--- src/rtl/cond_pkg.sv ---
// Shared definitions for the execute-stage conditional-execution unit:
// condition codes, NZCV bit positions and the execute-control word.
package cond_pkg;

  // ARM condition field encodings (instruction bits [31:28])
  localparam logic [3:0] COND_EQ = 4'b0000;
  localparam logic [3:0] COND_NE = 4'b0001;
  localparam logic [3:0] COND_CS = 4'b0010;
  localparam logic [3:0] COND_CC = 4'b0011;
  localparam logic [3:0] COND_MI = 4'b0100;
  localparam logic [3:0] COND_PL = 4'b0101;
  localparam logic [3:0] COND_VS = 4'b0110;
  localparam logic [3:0] COND_VC = 4'b0111;
  localparam logic [3:0] COND_HI = 4'b1000;
  localparam logic [3:0] COND_LS = 4'b1001;
  localparam logic [3:0] COND_GE = 4'b1010;
  localparam logic [3:0] COND_LT = 4'b1011;
  localparam logic [3:0] COND_GT = 4'b1100;
  localparam logic [3:0] COND_LE = 4'b1101;
  localparam logic [3:0] COND_AL = 4'b1110;
  localparam logic [3:0] COND_NV = 4'b1111;

  // Bit positions inside the {N,Z,C,V} flag nibble
  localparam int FLAG_N = 3;
  localparam int FLAG_Z = 2;
  localparam int FLAG_C = 1;
  localparam int FLAG_V = 0;

  // Control word carried from decode into the execute register
  typedef struct packed {
    logic       pcs;
    logic       regw;
    logic       memw;
    logic       nowrite;
    logic [1:0] flagw;
    logic [3:0] cond;
  } ectrl_t;

  localparam int ECTRL_W = $bits(ectrl_t);

  // A bubble does nothing and always passes its (AL) condition
  localparam ectrl_t ECTRL_BUBBLE = '{
    pcs:     1'b0,
    regw:    1'b0,
    memw:    1'b0,
    nowrite: 1'b0,
    flagw:   2'b00,
    cond:    COND_AL
  };

endpackage

--- src/rtl/cond_if.sv ---
// Bundle of the decode-side controls, the pipeline stall/flush controls,
// the ALU flag input and the gated execute-stage outputs of cond_unit.
interface cond_if;
  logic       stall_e;
  logic       flush_e;
  logic       PCS_D;
  logic       RegW_D;
  logic       MemW_D;
  logic       NoWrite_D;
  logic [1:0] FlagW_D;
  logic [3:0] Cond_D;
  logic [3:0] ALUFlags;
  logic       PCSrc_E;
  logic       RegWrite_E;
  logic       MemWrite_E;
  logic       CondEx_E;
  logic [3:0] Flags;

  // Pipeline/decoder side: drives controls, observes gated outputs
  modport master (
    output stall_e, flush_e, PCS_D, RegW_D, MemW_D, NoWrite_D, FlagW_D,
           Cond_D, ALUFlags,
    input  PCSrc_E, RegWrite_E, MemWrite_E, CondEx_E, Flags
  );

  // Conditional-execution unit side
  modport slave (
    input  stall_e, flush_e, PCS_D, RegW_D, MemW_D, NoWrite_D, FlagW_D,
           Cond_D, ALUFlags,
    output PCSrc_E, RegWrite_E, MemWrite_E, CondEx_E, Flags
  );
endinterface

--- src/rtl/cond_check.sv ---
// Purely combinational ARM condition evaluator: does Cond pass for the
// given {N,Z,C,V}? Code 1111 is treated as always.
module cond_check
  import cond_pkg::*;
(
  input  logic [3:0] Cond,
  input  logic [3:0] Flags,
  output logic       CondEx
);

  logic n_s;
  logic z_s;
  logic c_s;
  logic v_s;

  assign n_s = Flags[FLAG_N];
  assign z_s = Flags[FLAG_Z];
  assign c_s = Flags[FLAG_C];
  assign v_s = Flags[FLAG_V];

  // Decode the condition field against the flag bits
  always_comb begin
    CondEx = 1'b1;
    case (Cond)
      COND_EQ: CondEx = z_s;
      COND_NE: CondEx = ~z_s;
      COND_CS: CondEx = c_s;
      COND_CC: CondEx = ~c_s;
      COND_MI: CondEx = n_s;
      COND_PL: CondEx = ~n_s;
      COND_VS: CondEx = v_s;
      COND_VC: CondEx = ~v_s;
      COND_HI: CondEx = c_s & ~z_s;
      COND_LS: CondEx = ~c_s | z_s;
      COND_GE: CondEx = (n_s == v_s);
      COND_LT: CondEx = (n_s != v_s);
      COND_GT: CondEx = ~z_s & (n_s == v_s);
      COND_LE: CondEx = z_s | (n_s != v_s);
      COND_AL: CondEx = 1'b1;
      COND_NV: CondEx = 1'b1;
      default: CondEx = 1'b1;
    endcase
  end

endmodule

--- src/rtl/cond_unit.sv ---
// Execute-stage conditional-execution unit: execute control register with
// stall/flush, committed NZCV flag register, condition check and gating of
// the PC, register-file and memory write enables.
module cond_unit
  import cond_pkg::*;
(
  input  logic   clk,
  input  logic   rst_n,
  cond_if.slave  bus
);

  ectrl_t     d_s;
  ectrl_t     e_r;
  ectrl_t     e_next_s;
  logic [3:0] flags_r;
  logic [3:0] flags_next_s;
  logic       condex_s;
  logic       retire_s;

  assign d_s = '{
    pcs:     bus.PCS_D,
    regw:    bus.RegW_D,
    memw:    bus.MemW_D,
    nowrite: bus.NoWrite_D,
    flagw:   bus.FlagW_D,
    cond:    bus.Cond_D
  };

  // Next execute control word: flush beats stall, stall holds, else capture
  always_comb begin
    e_next_s = e_r;
    if (bus.flush_e) begin
      e_next_s = ECTRL_BUBBLE;
    end else if (bus.stall_e) begin
      e_next_s = e_r;
    end else begin
      e_next_s = d_s;
    end
  end

  // Execute control register
  always_ff @(posedge clk or negedge rst_n) begin
    if (!rst_n) begin
      e_r <= ECTRL_BUBBLE;
    end else begin
      e_r <= e_next_s;
    end
  end

  cond_check u_cond_check (
    .Cond   (e_r.cond),
    .Flags  (flags_r),
    .CondEx (condex_s)
  );

  // The E instruction retires whenever it is not stalled; a stall+flush
  // discards it, so flush alone never blocks a commit.
  assign retire_s = ~bus.stall_e & condex_s;

  // Next flags: a passing, retiring instruction updates the selected halves
  always_comb begin
    flags_next_s = flags_r;
    if (retire_s) begin
      if (e_r.flagw[1]) begin
        flags_next_s[FLAG_N] = bus.ALUFlags[FLAG_N];
        flags_next_s[FLAG_Z] = bus.ALUFlags[FLAG_Z];
      end else begin
        flags_next_s[FLAG_N] = flags_r[FLAG_N];
        flags_next_s[FLAG_Z] = flags_r[FLAG_Z];
      end
      if (e_r.flagw[0]) begin
        flags_next_s[FLAG_C] = bus.ALUFlags[FLAG_C];
        flags_next_s[FLAG_V] = bus.ALUFlags[FLAG_V];
      end else begin
        flags_next_s[FLAG_C] = flags_r[FLAG_C];
        flags_next_s[FLAG_V] = flags_r[FLAG_V];
      end
    end else begin
      flags_next_s = flags_r;
    end
  end

  // Committed architectural flag register
  always_ff @(posedge clk or negedge rst_n) begin
    if (!rst_n) begin
      flags_r <= 4'b0000;
    end else begin
      flags_r <= flags_next_s;
    end
  end

  // Outputs are register bits qualified only by the condition result, so
  // they stay asserted while an enabled instruction is held by a stall.
  assign bus.CondEx_E   = condex_s;
  assign bus.PCSrc_E    = e_r.pcs & condex_s;
  assign bus.RegWrite_E = e_r.regw & ~e_r.nowrite & condex_s;
  assign bus.MemWrite_E = e_r.memw & condex_s;
  assign bus.Flags      = flags_r;

endmodule

--- src/flat_wrapper.sv ---
// flat-port wrapper written by rule: the top's interface ports become plain ports
module cond_unit_flat import cond_pkg::*;
  (clk, rst_n, bus_stall_e, bus_flush_e, bus_PCS_D, bus_RegW_D, bus_MemW_D, bus_NoWrite_D, bus_FlagW_D, bus_Cond_D, bus_ALUFlags, bus_PCSrc_E, bus_RegWrite_E, bus_MemWrite_E, bus_CondEx_E, bus_Flags);
  cond_if bus_i ();
  input  logic clk;
  input  logic rst_n;
  input wire logic [$bits(bus_i.stall_e)-1:0] bus_stall_e;
  input wire logic [$bits(bus_i.flush_e)-1:0] bus_flush_e;
  input wire logic [$bits(bus_i.PCS_D)-1:0] bus_PCS_D;
  input wire logic [$bits(bus_i.RegW_D)-1:0] bus_RegW_D;
  input wire logic [$bits(bus_i.MemW_D)-1:0] bus_MemW_D;
  input wire logic [$bits(bus_i.NoWrite_D)-1:0] bus_NoWrite_D;
  input wire logic [$bits(bus_i.FlagW_D)-1:0] bus_FlagW_D;
  input wire logic [$bits(bus_i.Cond_D)-1:0] bus_Cond_D;
  input wire logic [$bits(bus_i.ALUFlags)-1:0] bus_ALUFlags;
  output wire logic [$bits(bus_i.PCSrc_E)-1:0] bus_PCSrc_E;
  output wire logic [$bits(bus_i.RegWrite_E)-1:0] bus_RegWrite_E;
  output wire logic [$bits(bus_i.MemWrite_E)-1:0] bus_MemWrite_E;
  output wire logic [$bits(bus_i.CondEx_E)-1:0] bus_CondEx_E;
  output wire logic [$bits(bus_i.Flags)-1:0] bus_Flags;
  assign bus_i.stall_e = bus_stall_e;
  assign bus_i.flush_e = bus_flush_e;
  assign bus_i.PCS_D = bus_PCS_D;
  assign bus_i.RegW_D = bus_RegW_D;
  assign bus_i.MemW_D = bus_MemW_D;
  assign bus_i.NoWrite_D = bus_NoWrite_D;
  assign bus_i.FlagW_D = bus_FlagW_D;
  assign bus_i.Cond_D = bus_Cond_D;
  assign bus_i.ALUFlags = bus_ALUFlags;
  assign bus_PCSrc_E = bus_i.PCSrc_E;
  assign bus_RegWrite_E = bus_i.RegWrite_E;
  assign bus_MemWrite_E = bus_i.MemWrite_E;
  assign bus_CondEx_E = bus_i.CondEx_E;
  assign bus_Flags = bus_i.Flags;
  cond_unit u_core (.clk(clk), .rst_n(rst_n), .bus(bus_i));
endmodule
--- config.mk ---
export PLATFORM = sky130hd
export DESIGN_NAME = cond_unit_flat
export DESIGN_NICKNAME = d
export VERILOG_FILES = /design/src/rtl/cond_pkg.sv /design/src/rtl/cond_if.sv /design/src/rtl/cond_check.sv /design/src/rtl/cond_unit.sv /design/src/flat_wrapper.sv
export SDC_FILE = /design/constraint.sdc
export NUM_CORES = 1
export LEC_CHECK = 0
export ABC_AREA = 1
export BUFFER_PORTS_ARGS = -buffer_cell sky130_fd_sc_hd__buf_2
export CAP_MARGIN = 20
export CORE_MARGIN = 4
export CORE_UTILIZATION = 53
export DETAILED_ROUTE_END_ITERATION = 10
export GPL_ROUTABILITY_DRIVEN = 0
export PLACE_DENSITY = 0.82
export SYNTH_ARGS = -nofsm -noshare
export SYNTH_HDL_FRONTEND = slang
export SYNTH_HIERARCHICAL = 1
export SYNTH_SLANG_ARGS = --single-unit
--- constraint.sdc ---
create_clock -name clk -period 3.24 [get_ports clk]
set_input_delay 0.162 -clock clk [delete_from_list [all_inputs] [get_ports clk]]
set_output_delay 0.162 -clock clk [all_outputs]
set_load 0.1 [all_outputs]
==> impl_metrics.toml, run 1 <==
[critical_path]
cp_num_buf_inv = 3
endpoint_kind = "primary output"
critical-path-top-delay-family = "simple AND/OR/NAND/NOR gates"
cp_common_cell = "nand2_1"
start_kind = "register"
max_stage_delay_ps = 590
path_class = "register to primary output"
critPathMaxFanout = 10
crit_arrival_ps = 2150
critPathRequiredTime_ps = 3080
cp_slowest_cell = "dfstp_2"
path_cells = "inv_1 > nor2_2 > nand2_1 > nand2_1 > nand2_1 > nand2_1 > inv_1 > nand4_2 > nand2_1 > nor2_2 > buf_2"

[die]
row_count = 14
core_mm2 = 0.00149
ioPinCount = 26
dieHeight_um = 47.7
initial_core_util_pct = 56.1
chipWidth_um = 47.7
dieArea_mm2 = 0.00227

[sta]
finalHoldViolations = 0
timing.slew.headroom_pct = 67.5
rsz0062_at_grt = "no"
worst_pin_slew_ps = 492
setup_viol = 0
finalSetupTns_ps = 0
final.setup_skew_ps = 11.4
drv_slew = 0
period_minus_slack_ps = 2320
setup_ws_ps = 924
fmax_ghz = 0.432
post-route-period-util_pct = 71.5

[logic_synthesis]
synth_cell_types = 17
synth_seq_cells = 14
yosys-top-cells-area = "dfrtp_1, nand2_1, nand3_1"
yosysWarnings = 6
ys.flop_type = "dfrtp_1"
mappedNetlistArea_um2 = 835
synth_cells = 121
synth_edf_count = 0
syn_nets = 139
yosysTopAreaCellShare_pct = 33.0
yosysSeqAreaShare_pct = 42.4
yosysMostFrequentCell = "nand2_1"
synth_top_area_cell = "dfrtp_1"
syn_avg_cell_area_um2 = 6.90
synthTopCellsByCount = "nand2_1, nand3_1, dfrtp_1, inv_1, nor2_1"
async_reset_ff_share_pct = 100

[flow_run]
cap_violations = 0

[power]
p_sw_uw = 362
total_power_uw = 676
p_leak_nw = 0.579
power_frac_clock_pct = 14.8
seq_power_share_pct = 35.4
ir_worst_vdd_uv = 475
power.share.switching_pct = 53.6
intPower_uw = 314
p_comb_share_pct = 49.8
pwr_density_cell_mw_per_mm2 = 675

[clock_network]
tritoncts = "yes"
clockBufferDepth = 2
cts_hold_buf = 1
post_cts_buffers = 0
cts_resized = 0
cts_buffers = 3
cts_max_level = 1
clk_pin_slew_worst_paths_ps = 70
clock-sinks = 14
clockRootBuffer = "clkbuf_4"
clk_latency_ps = 270

[global_route]
grt_max_degree = 18
grt_pass1_wl_um = 3110
grt_overflow = 0
grt_use_total_pct = 19.3
grt_pass1_vias = 736
antenna_found_initial = 0

[cells_and_area]
n_antenna_cell = 0
synthToLayoutAreaGrowth_pct = 20.1
layout-drive-gt1-share_pct = 27.5
fillerInstances = 141
finalNetCount = 168
fin_cells = 165

[status]
status = "complete, no violations"

[detailed_routing]
wire_per_inst_um = 12.0
postRouteAntennaNets = 0
vias = 862
viasPerCell = 5.22
drc = 0
wl_um = 1980
drt-initial-drc-count = 16
drt_pass1_iterations = 4

[placement]
portBuffers = 25
dp_hpwl_um = 1510
dp_cells = 160
dp_slack_ps = 1220

[min_path]
worstHoldPathType = "primary input to register"
registers in the layout, indices dropped and copies added (netlist names):
name	cells
u_core/bus.Flags	4
u_core/e_r	10
through the flow:
step | hold slack (ps) | utilization [%] | area [um^2]
detailed placement | 68.4 | 64.9 | 966
floorplan | -134 | - | 837
finish | 107 | 67.3 | 1000
CTS | 96.6 | 67.3 | 1000
global placement | 67.1 | 64.9 | 966
global route | 114 | 67.3 | 1000
final cells by class:
class                   count  area (um^2)  area share, %
flip-flops and latches     14          354           35.3
clock buffers               4         26.3           2.62
multi-input cells          91          414           41.3
repair buffers             26          135           13.5
well taps                  16         20.0           2.00
inverters                  14         52.6           5.24
worst register-to-register path: stages, from the launching register on:
cell and delay, ps:
dfstp_2 600, nor2_1 100, nand2_1 100, nor2_1 50, nand2_1 70, nand2_1 60, nor2_2 100, nand4_2 240
nand3_1 210, nand2_1 70, nand2_1 60
layer usage:
metal / vias up / routed length, um / GRT usage, %
li1: 440 / - / -
met4: 0 / 0 / 6.45
met5: - / 0 / 0
met1: 405 / 879 / 26.3
met2: 17 / 999 / 30.6
met3: 0 / 100 / 3.76
kinds of logic after synthesis:
family | Yosys count | share of synthesized area, %
flops | 14 | 42.4
simple gates | 87 | 46.9
buf+inv | 16 | 8.25
compound gates | 4 | 2.40
cells in the final DEF (no fill, tap or decap), drive strengths merged, types with 2 or more instances in the layout:
cell type / n
a21oi: 4
buf: 25
clkbuf: 4
clkinv: 2
dfrtp: 11
dfstp: 3
inv: 12
nand2: 51
nand3: 18
nand4: 5
nor2: 12
power groups by stage:
stage,combinational [mW],sequential (mW),clock (mW)
6_report,0.336,0.240,0.100
5_1_grt,0.359,0.246,0.110
4_1_cts,0.337,0.240,0.104
3_5_place_dp,0.335,0.243,0
3_3_place_gp,0.326,0.241,0
2_1_floorplan,0.140,0.373,0
path summary, 6_finish.rpt:
path	start	endpoint	slack [ps]	depth (start not counted)
max in group asynchronous	rst_n	u_core/e_r[2]	2640	2
worst min register to register	u_core/e_r[8]	u_core/e_r[8]	480	2
worst max-delay path	u_core/e_r[2]	bus_RegWrite_E	920	11
worst max register to register	u_core/e_r[1]	u_core/bus.Flags[1]	1550	10
min in group asynchronous	rst_n	u_core/bus.Flags[3]	300	2
worst min-delay path	bus_Cond_D[2]	u_core/e_r[2]	110	3
No activity file was read; power rests on OpenSTA's default activity.
==> inputs of run 2 (changes only) <==
--- a/config.mk
+++ b/config.mk
@@ -8,11 +8,12 @@
 export ABC_AREA = 1
 export BUFFER_PORTS_ARGS = -buffer_cell sky130_fd_sc_hd__buf_2
 export CAP_MARGIN = 20
+export CORE_ASPECT_RATIO = 0.8
 export CORE_MARGIN = 4
-export CORE_UTILIZATION = 53
+export CORE_UTILIZATION = 44
 export DETAILED_ROUTE_END_ITERATION = 10
 export GPL_ROUTABILITY_DRIVEN = 0
-export PLACE_DENSITY = 0.82
+export PLACE_DENSITY = 0.73
 export SYNTH_ARGS = -nofsm -noshare
 export SYNTH_HDL_FRONTEND = slang
 export SYNTH_HIERARCHICAL = 1
==> constraint.sdc (replaced) <==
create_clock -name clk -period 2.1 [get_ports clk]
set_input_delay 0.105 -clock clk [delete_from_list [all_inputs] [get_ports clk]]
set_output_delay 0.105 -clock clk [all_outputs]
set_load 0.1 [all_outputs]
==> impl_metrics.toml, run 2 (synthesis gave the netlist of run 1 again) <==
[power]
ir_worst_vdd_uv = 866
pwr_density_cell_mw_per_mm2 = 997
p_leak_nw = 0.615

[sta]
fin_worst_hold_slack_ps = 35.8
final.setup_skew_ps = 1.08
fmax_ghz = 0.487
post-route-period-util_pct = 97.8
setup_viol = 0
finalHoldViolations = 0
rsz0062_at_grt = "yes"
drv_slew = 0
worst_pin_slew_ps = 484
timing.slew.headroom_pct = 68.0
period_minus_slack_ps = 2050
setup_ws_ps = 46.0

[flow_run]
cap_violations = 0

[critical_path]
path_class = "register to primary output"
start_kind = "register"
endpoint_kind = "primary output"
reg2reg_depth = 10
reg2reg_from = "u_core/e_r[2]"
crit_arrival_ps = 1950
critPathMaxFanout = 8
timing.rr.end = "u_core/bus.Flags[3]"
critPathRequiredTime_ps = 2000
rrSetupSlack_ps = 360

[clock_network]
cts_buffers = 3
clockBufferDepth = 2
cts_max_level = 1
clock-sinks = 14
clk_latency_ps = 270
tritoncts = "yes"
clk_pin_slew_worst_paths_ps = 80
clockRootBuffer = "clkbuf_4"

[cells_and_area]
final_common_cell = "nand2_1"
fillerInstances = 144
n_antenna_cell = 0
multi_input_area_um2 = 450
layout-drive-gt1-share_pct = 40.9
fin_cells = 176
top_register = "u_core/e_r"
finalNetCount = 173
synthToLayoutAreaGrowth_pct = 38.5
largest_reg_flops = 10
final_area_mm2 = 0.00116
seq_area_um2 = 365
layout_common_cells = "nand2_1, buf_2, nand3_1"

[die]
initial_core_util_pct = 48.9
core_mm2 = 0.00171
chipWidth_um = 56.7
ioPinCount = 26
dieArea_mm2 = 0.00266
row_count = 13
dieHeight_um = 47.0

[min_path]
min_to = "u_core/e_r[3]"
hp-start = "bus_Cond_D[3]"
min_path_cells = 3
worstHoldPathType = "primary input to register"

[global_route]
grt_pass1_wl_um = 3240
antenna_found_initial = 0
grt_overflow = 0
grt_pass1_vias = 741
grt_use_total_pct = 15.8
grt_max_degree = 18

[placement]
dp_hpwl_um = 1470
placed_cell_area_mm2 = 0.00103
portBuffers = 25
dp_slack_ps = 276
dp_cells = 166

[detailed_routing]
viasPerCell = 4.88
vias = 859
wire_per_inst_um = 11.4
drt-initial-drc-count = 31
drc = 0
drt_pass1_iterations = 4
postRouteAntennaNets = 0
wl_um = 2010

[status]
status = "complete, no violations"
-- run 2: repair_timing --
| item | 4_1_cts | 5_1_grt |
|---|---|---|
| pin swaps | 0 | 6 |
| gates resized for setup | 2 | 14 |
| endpoints found under the setup margin | 2 | 4 |
| hold buffers | 1 | 0 |
| endpoints found under the hold margin | 14 | 0 |
| setup buffers | 0 | 5 |
-- run 2: how the worst max path moves through the flow --
| stage | startpoint | end | slack, ps | depth (start not counted) |
|---|---|---|---|---|
| after floorplan | u_core/bus.Flags[3] | bus_MemWrite_E | -270 | 11 |
| after global placement | u_core/e_r[2] | bus_PCSrc_E | 290 | 11 |
| after detailed placement | u_core/e_r[2] | bus_MemWrite_E | 280 | 11 |
| after CTS | u_core/e_r[2] | bus_CondEx_E | 20 | 9 |
| after global routing | u_core/e_r[2] | bus_MemWrite_E | -30 | 9 |
| final | u_core/e_r[2] | bus_MemWrite_E | 50 | 9 |
-- run 2: per-stage QoR --
stage	setup TNS, ps	utilization, %	total power [mW]
final	0	67.7	1.15
after global placement	0	60.1	0.920
after floorplan	-638	-	0.832
after global routing	-44.8	67.7	1.22
after CTS	0	63.1	1.12
after detailed placement	0	60.1	0.924
-- run 2: layout make-up --
type / count / share of cell area [%]
multi-input cells: 91 / 39.0
flip-flops and latches: 14 / 31.6
repair buffers: 31 / 19.0
inverters: 14 / 4.87
clock buffers: 4 / 3.14
well taps: 22 / 2.38
-- run 2: worst max-delay path, cell delays in order (launching register included) --
cell	delay [ps]
dfstp_2	600
buf_4	130
a21oi_1	70
nor2_1	100
nand2_1	60
nand3_1	120
nand4_4	190
nand2_4	130
clkinvlp_4	90
buf_12	170
-- run 2: power breakdown --
| group | switching (mW) | internal (mW) | total (mW) | leakage, nW |
|---|---|---|---|---|
| Combinational | 0.438 | 0.136 | 0.573 | 0.426 |
| Sequential | 0.0623 | 0.327 | 0.389 | 0.169 |
| Clock | 0.0854 | 0.105 | 0.191 | 0.0210 |
| Total | 0.585 | 0.568 | 1.15 | 0.615 |
-- run 2: metal layers --
metal / GRT usage [%] / vias up / part of all wire [%]
met5: 0 / - / 0
met4: 1.42 / 0 / 0.45
met3: 5.22 / 2 / 7.2
met2: 24.4 / 35 / 44
met1: 22.6 / 372 / 48
li1: - / 450 / -
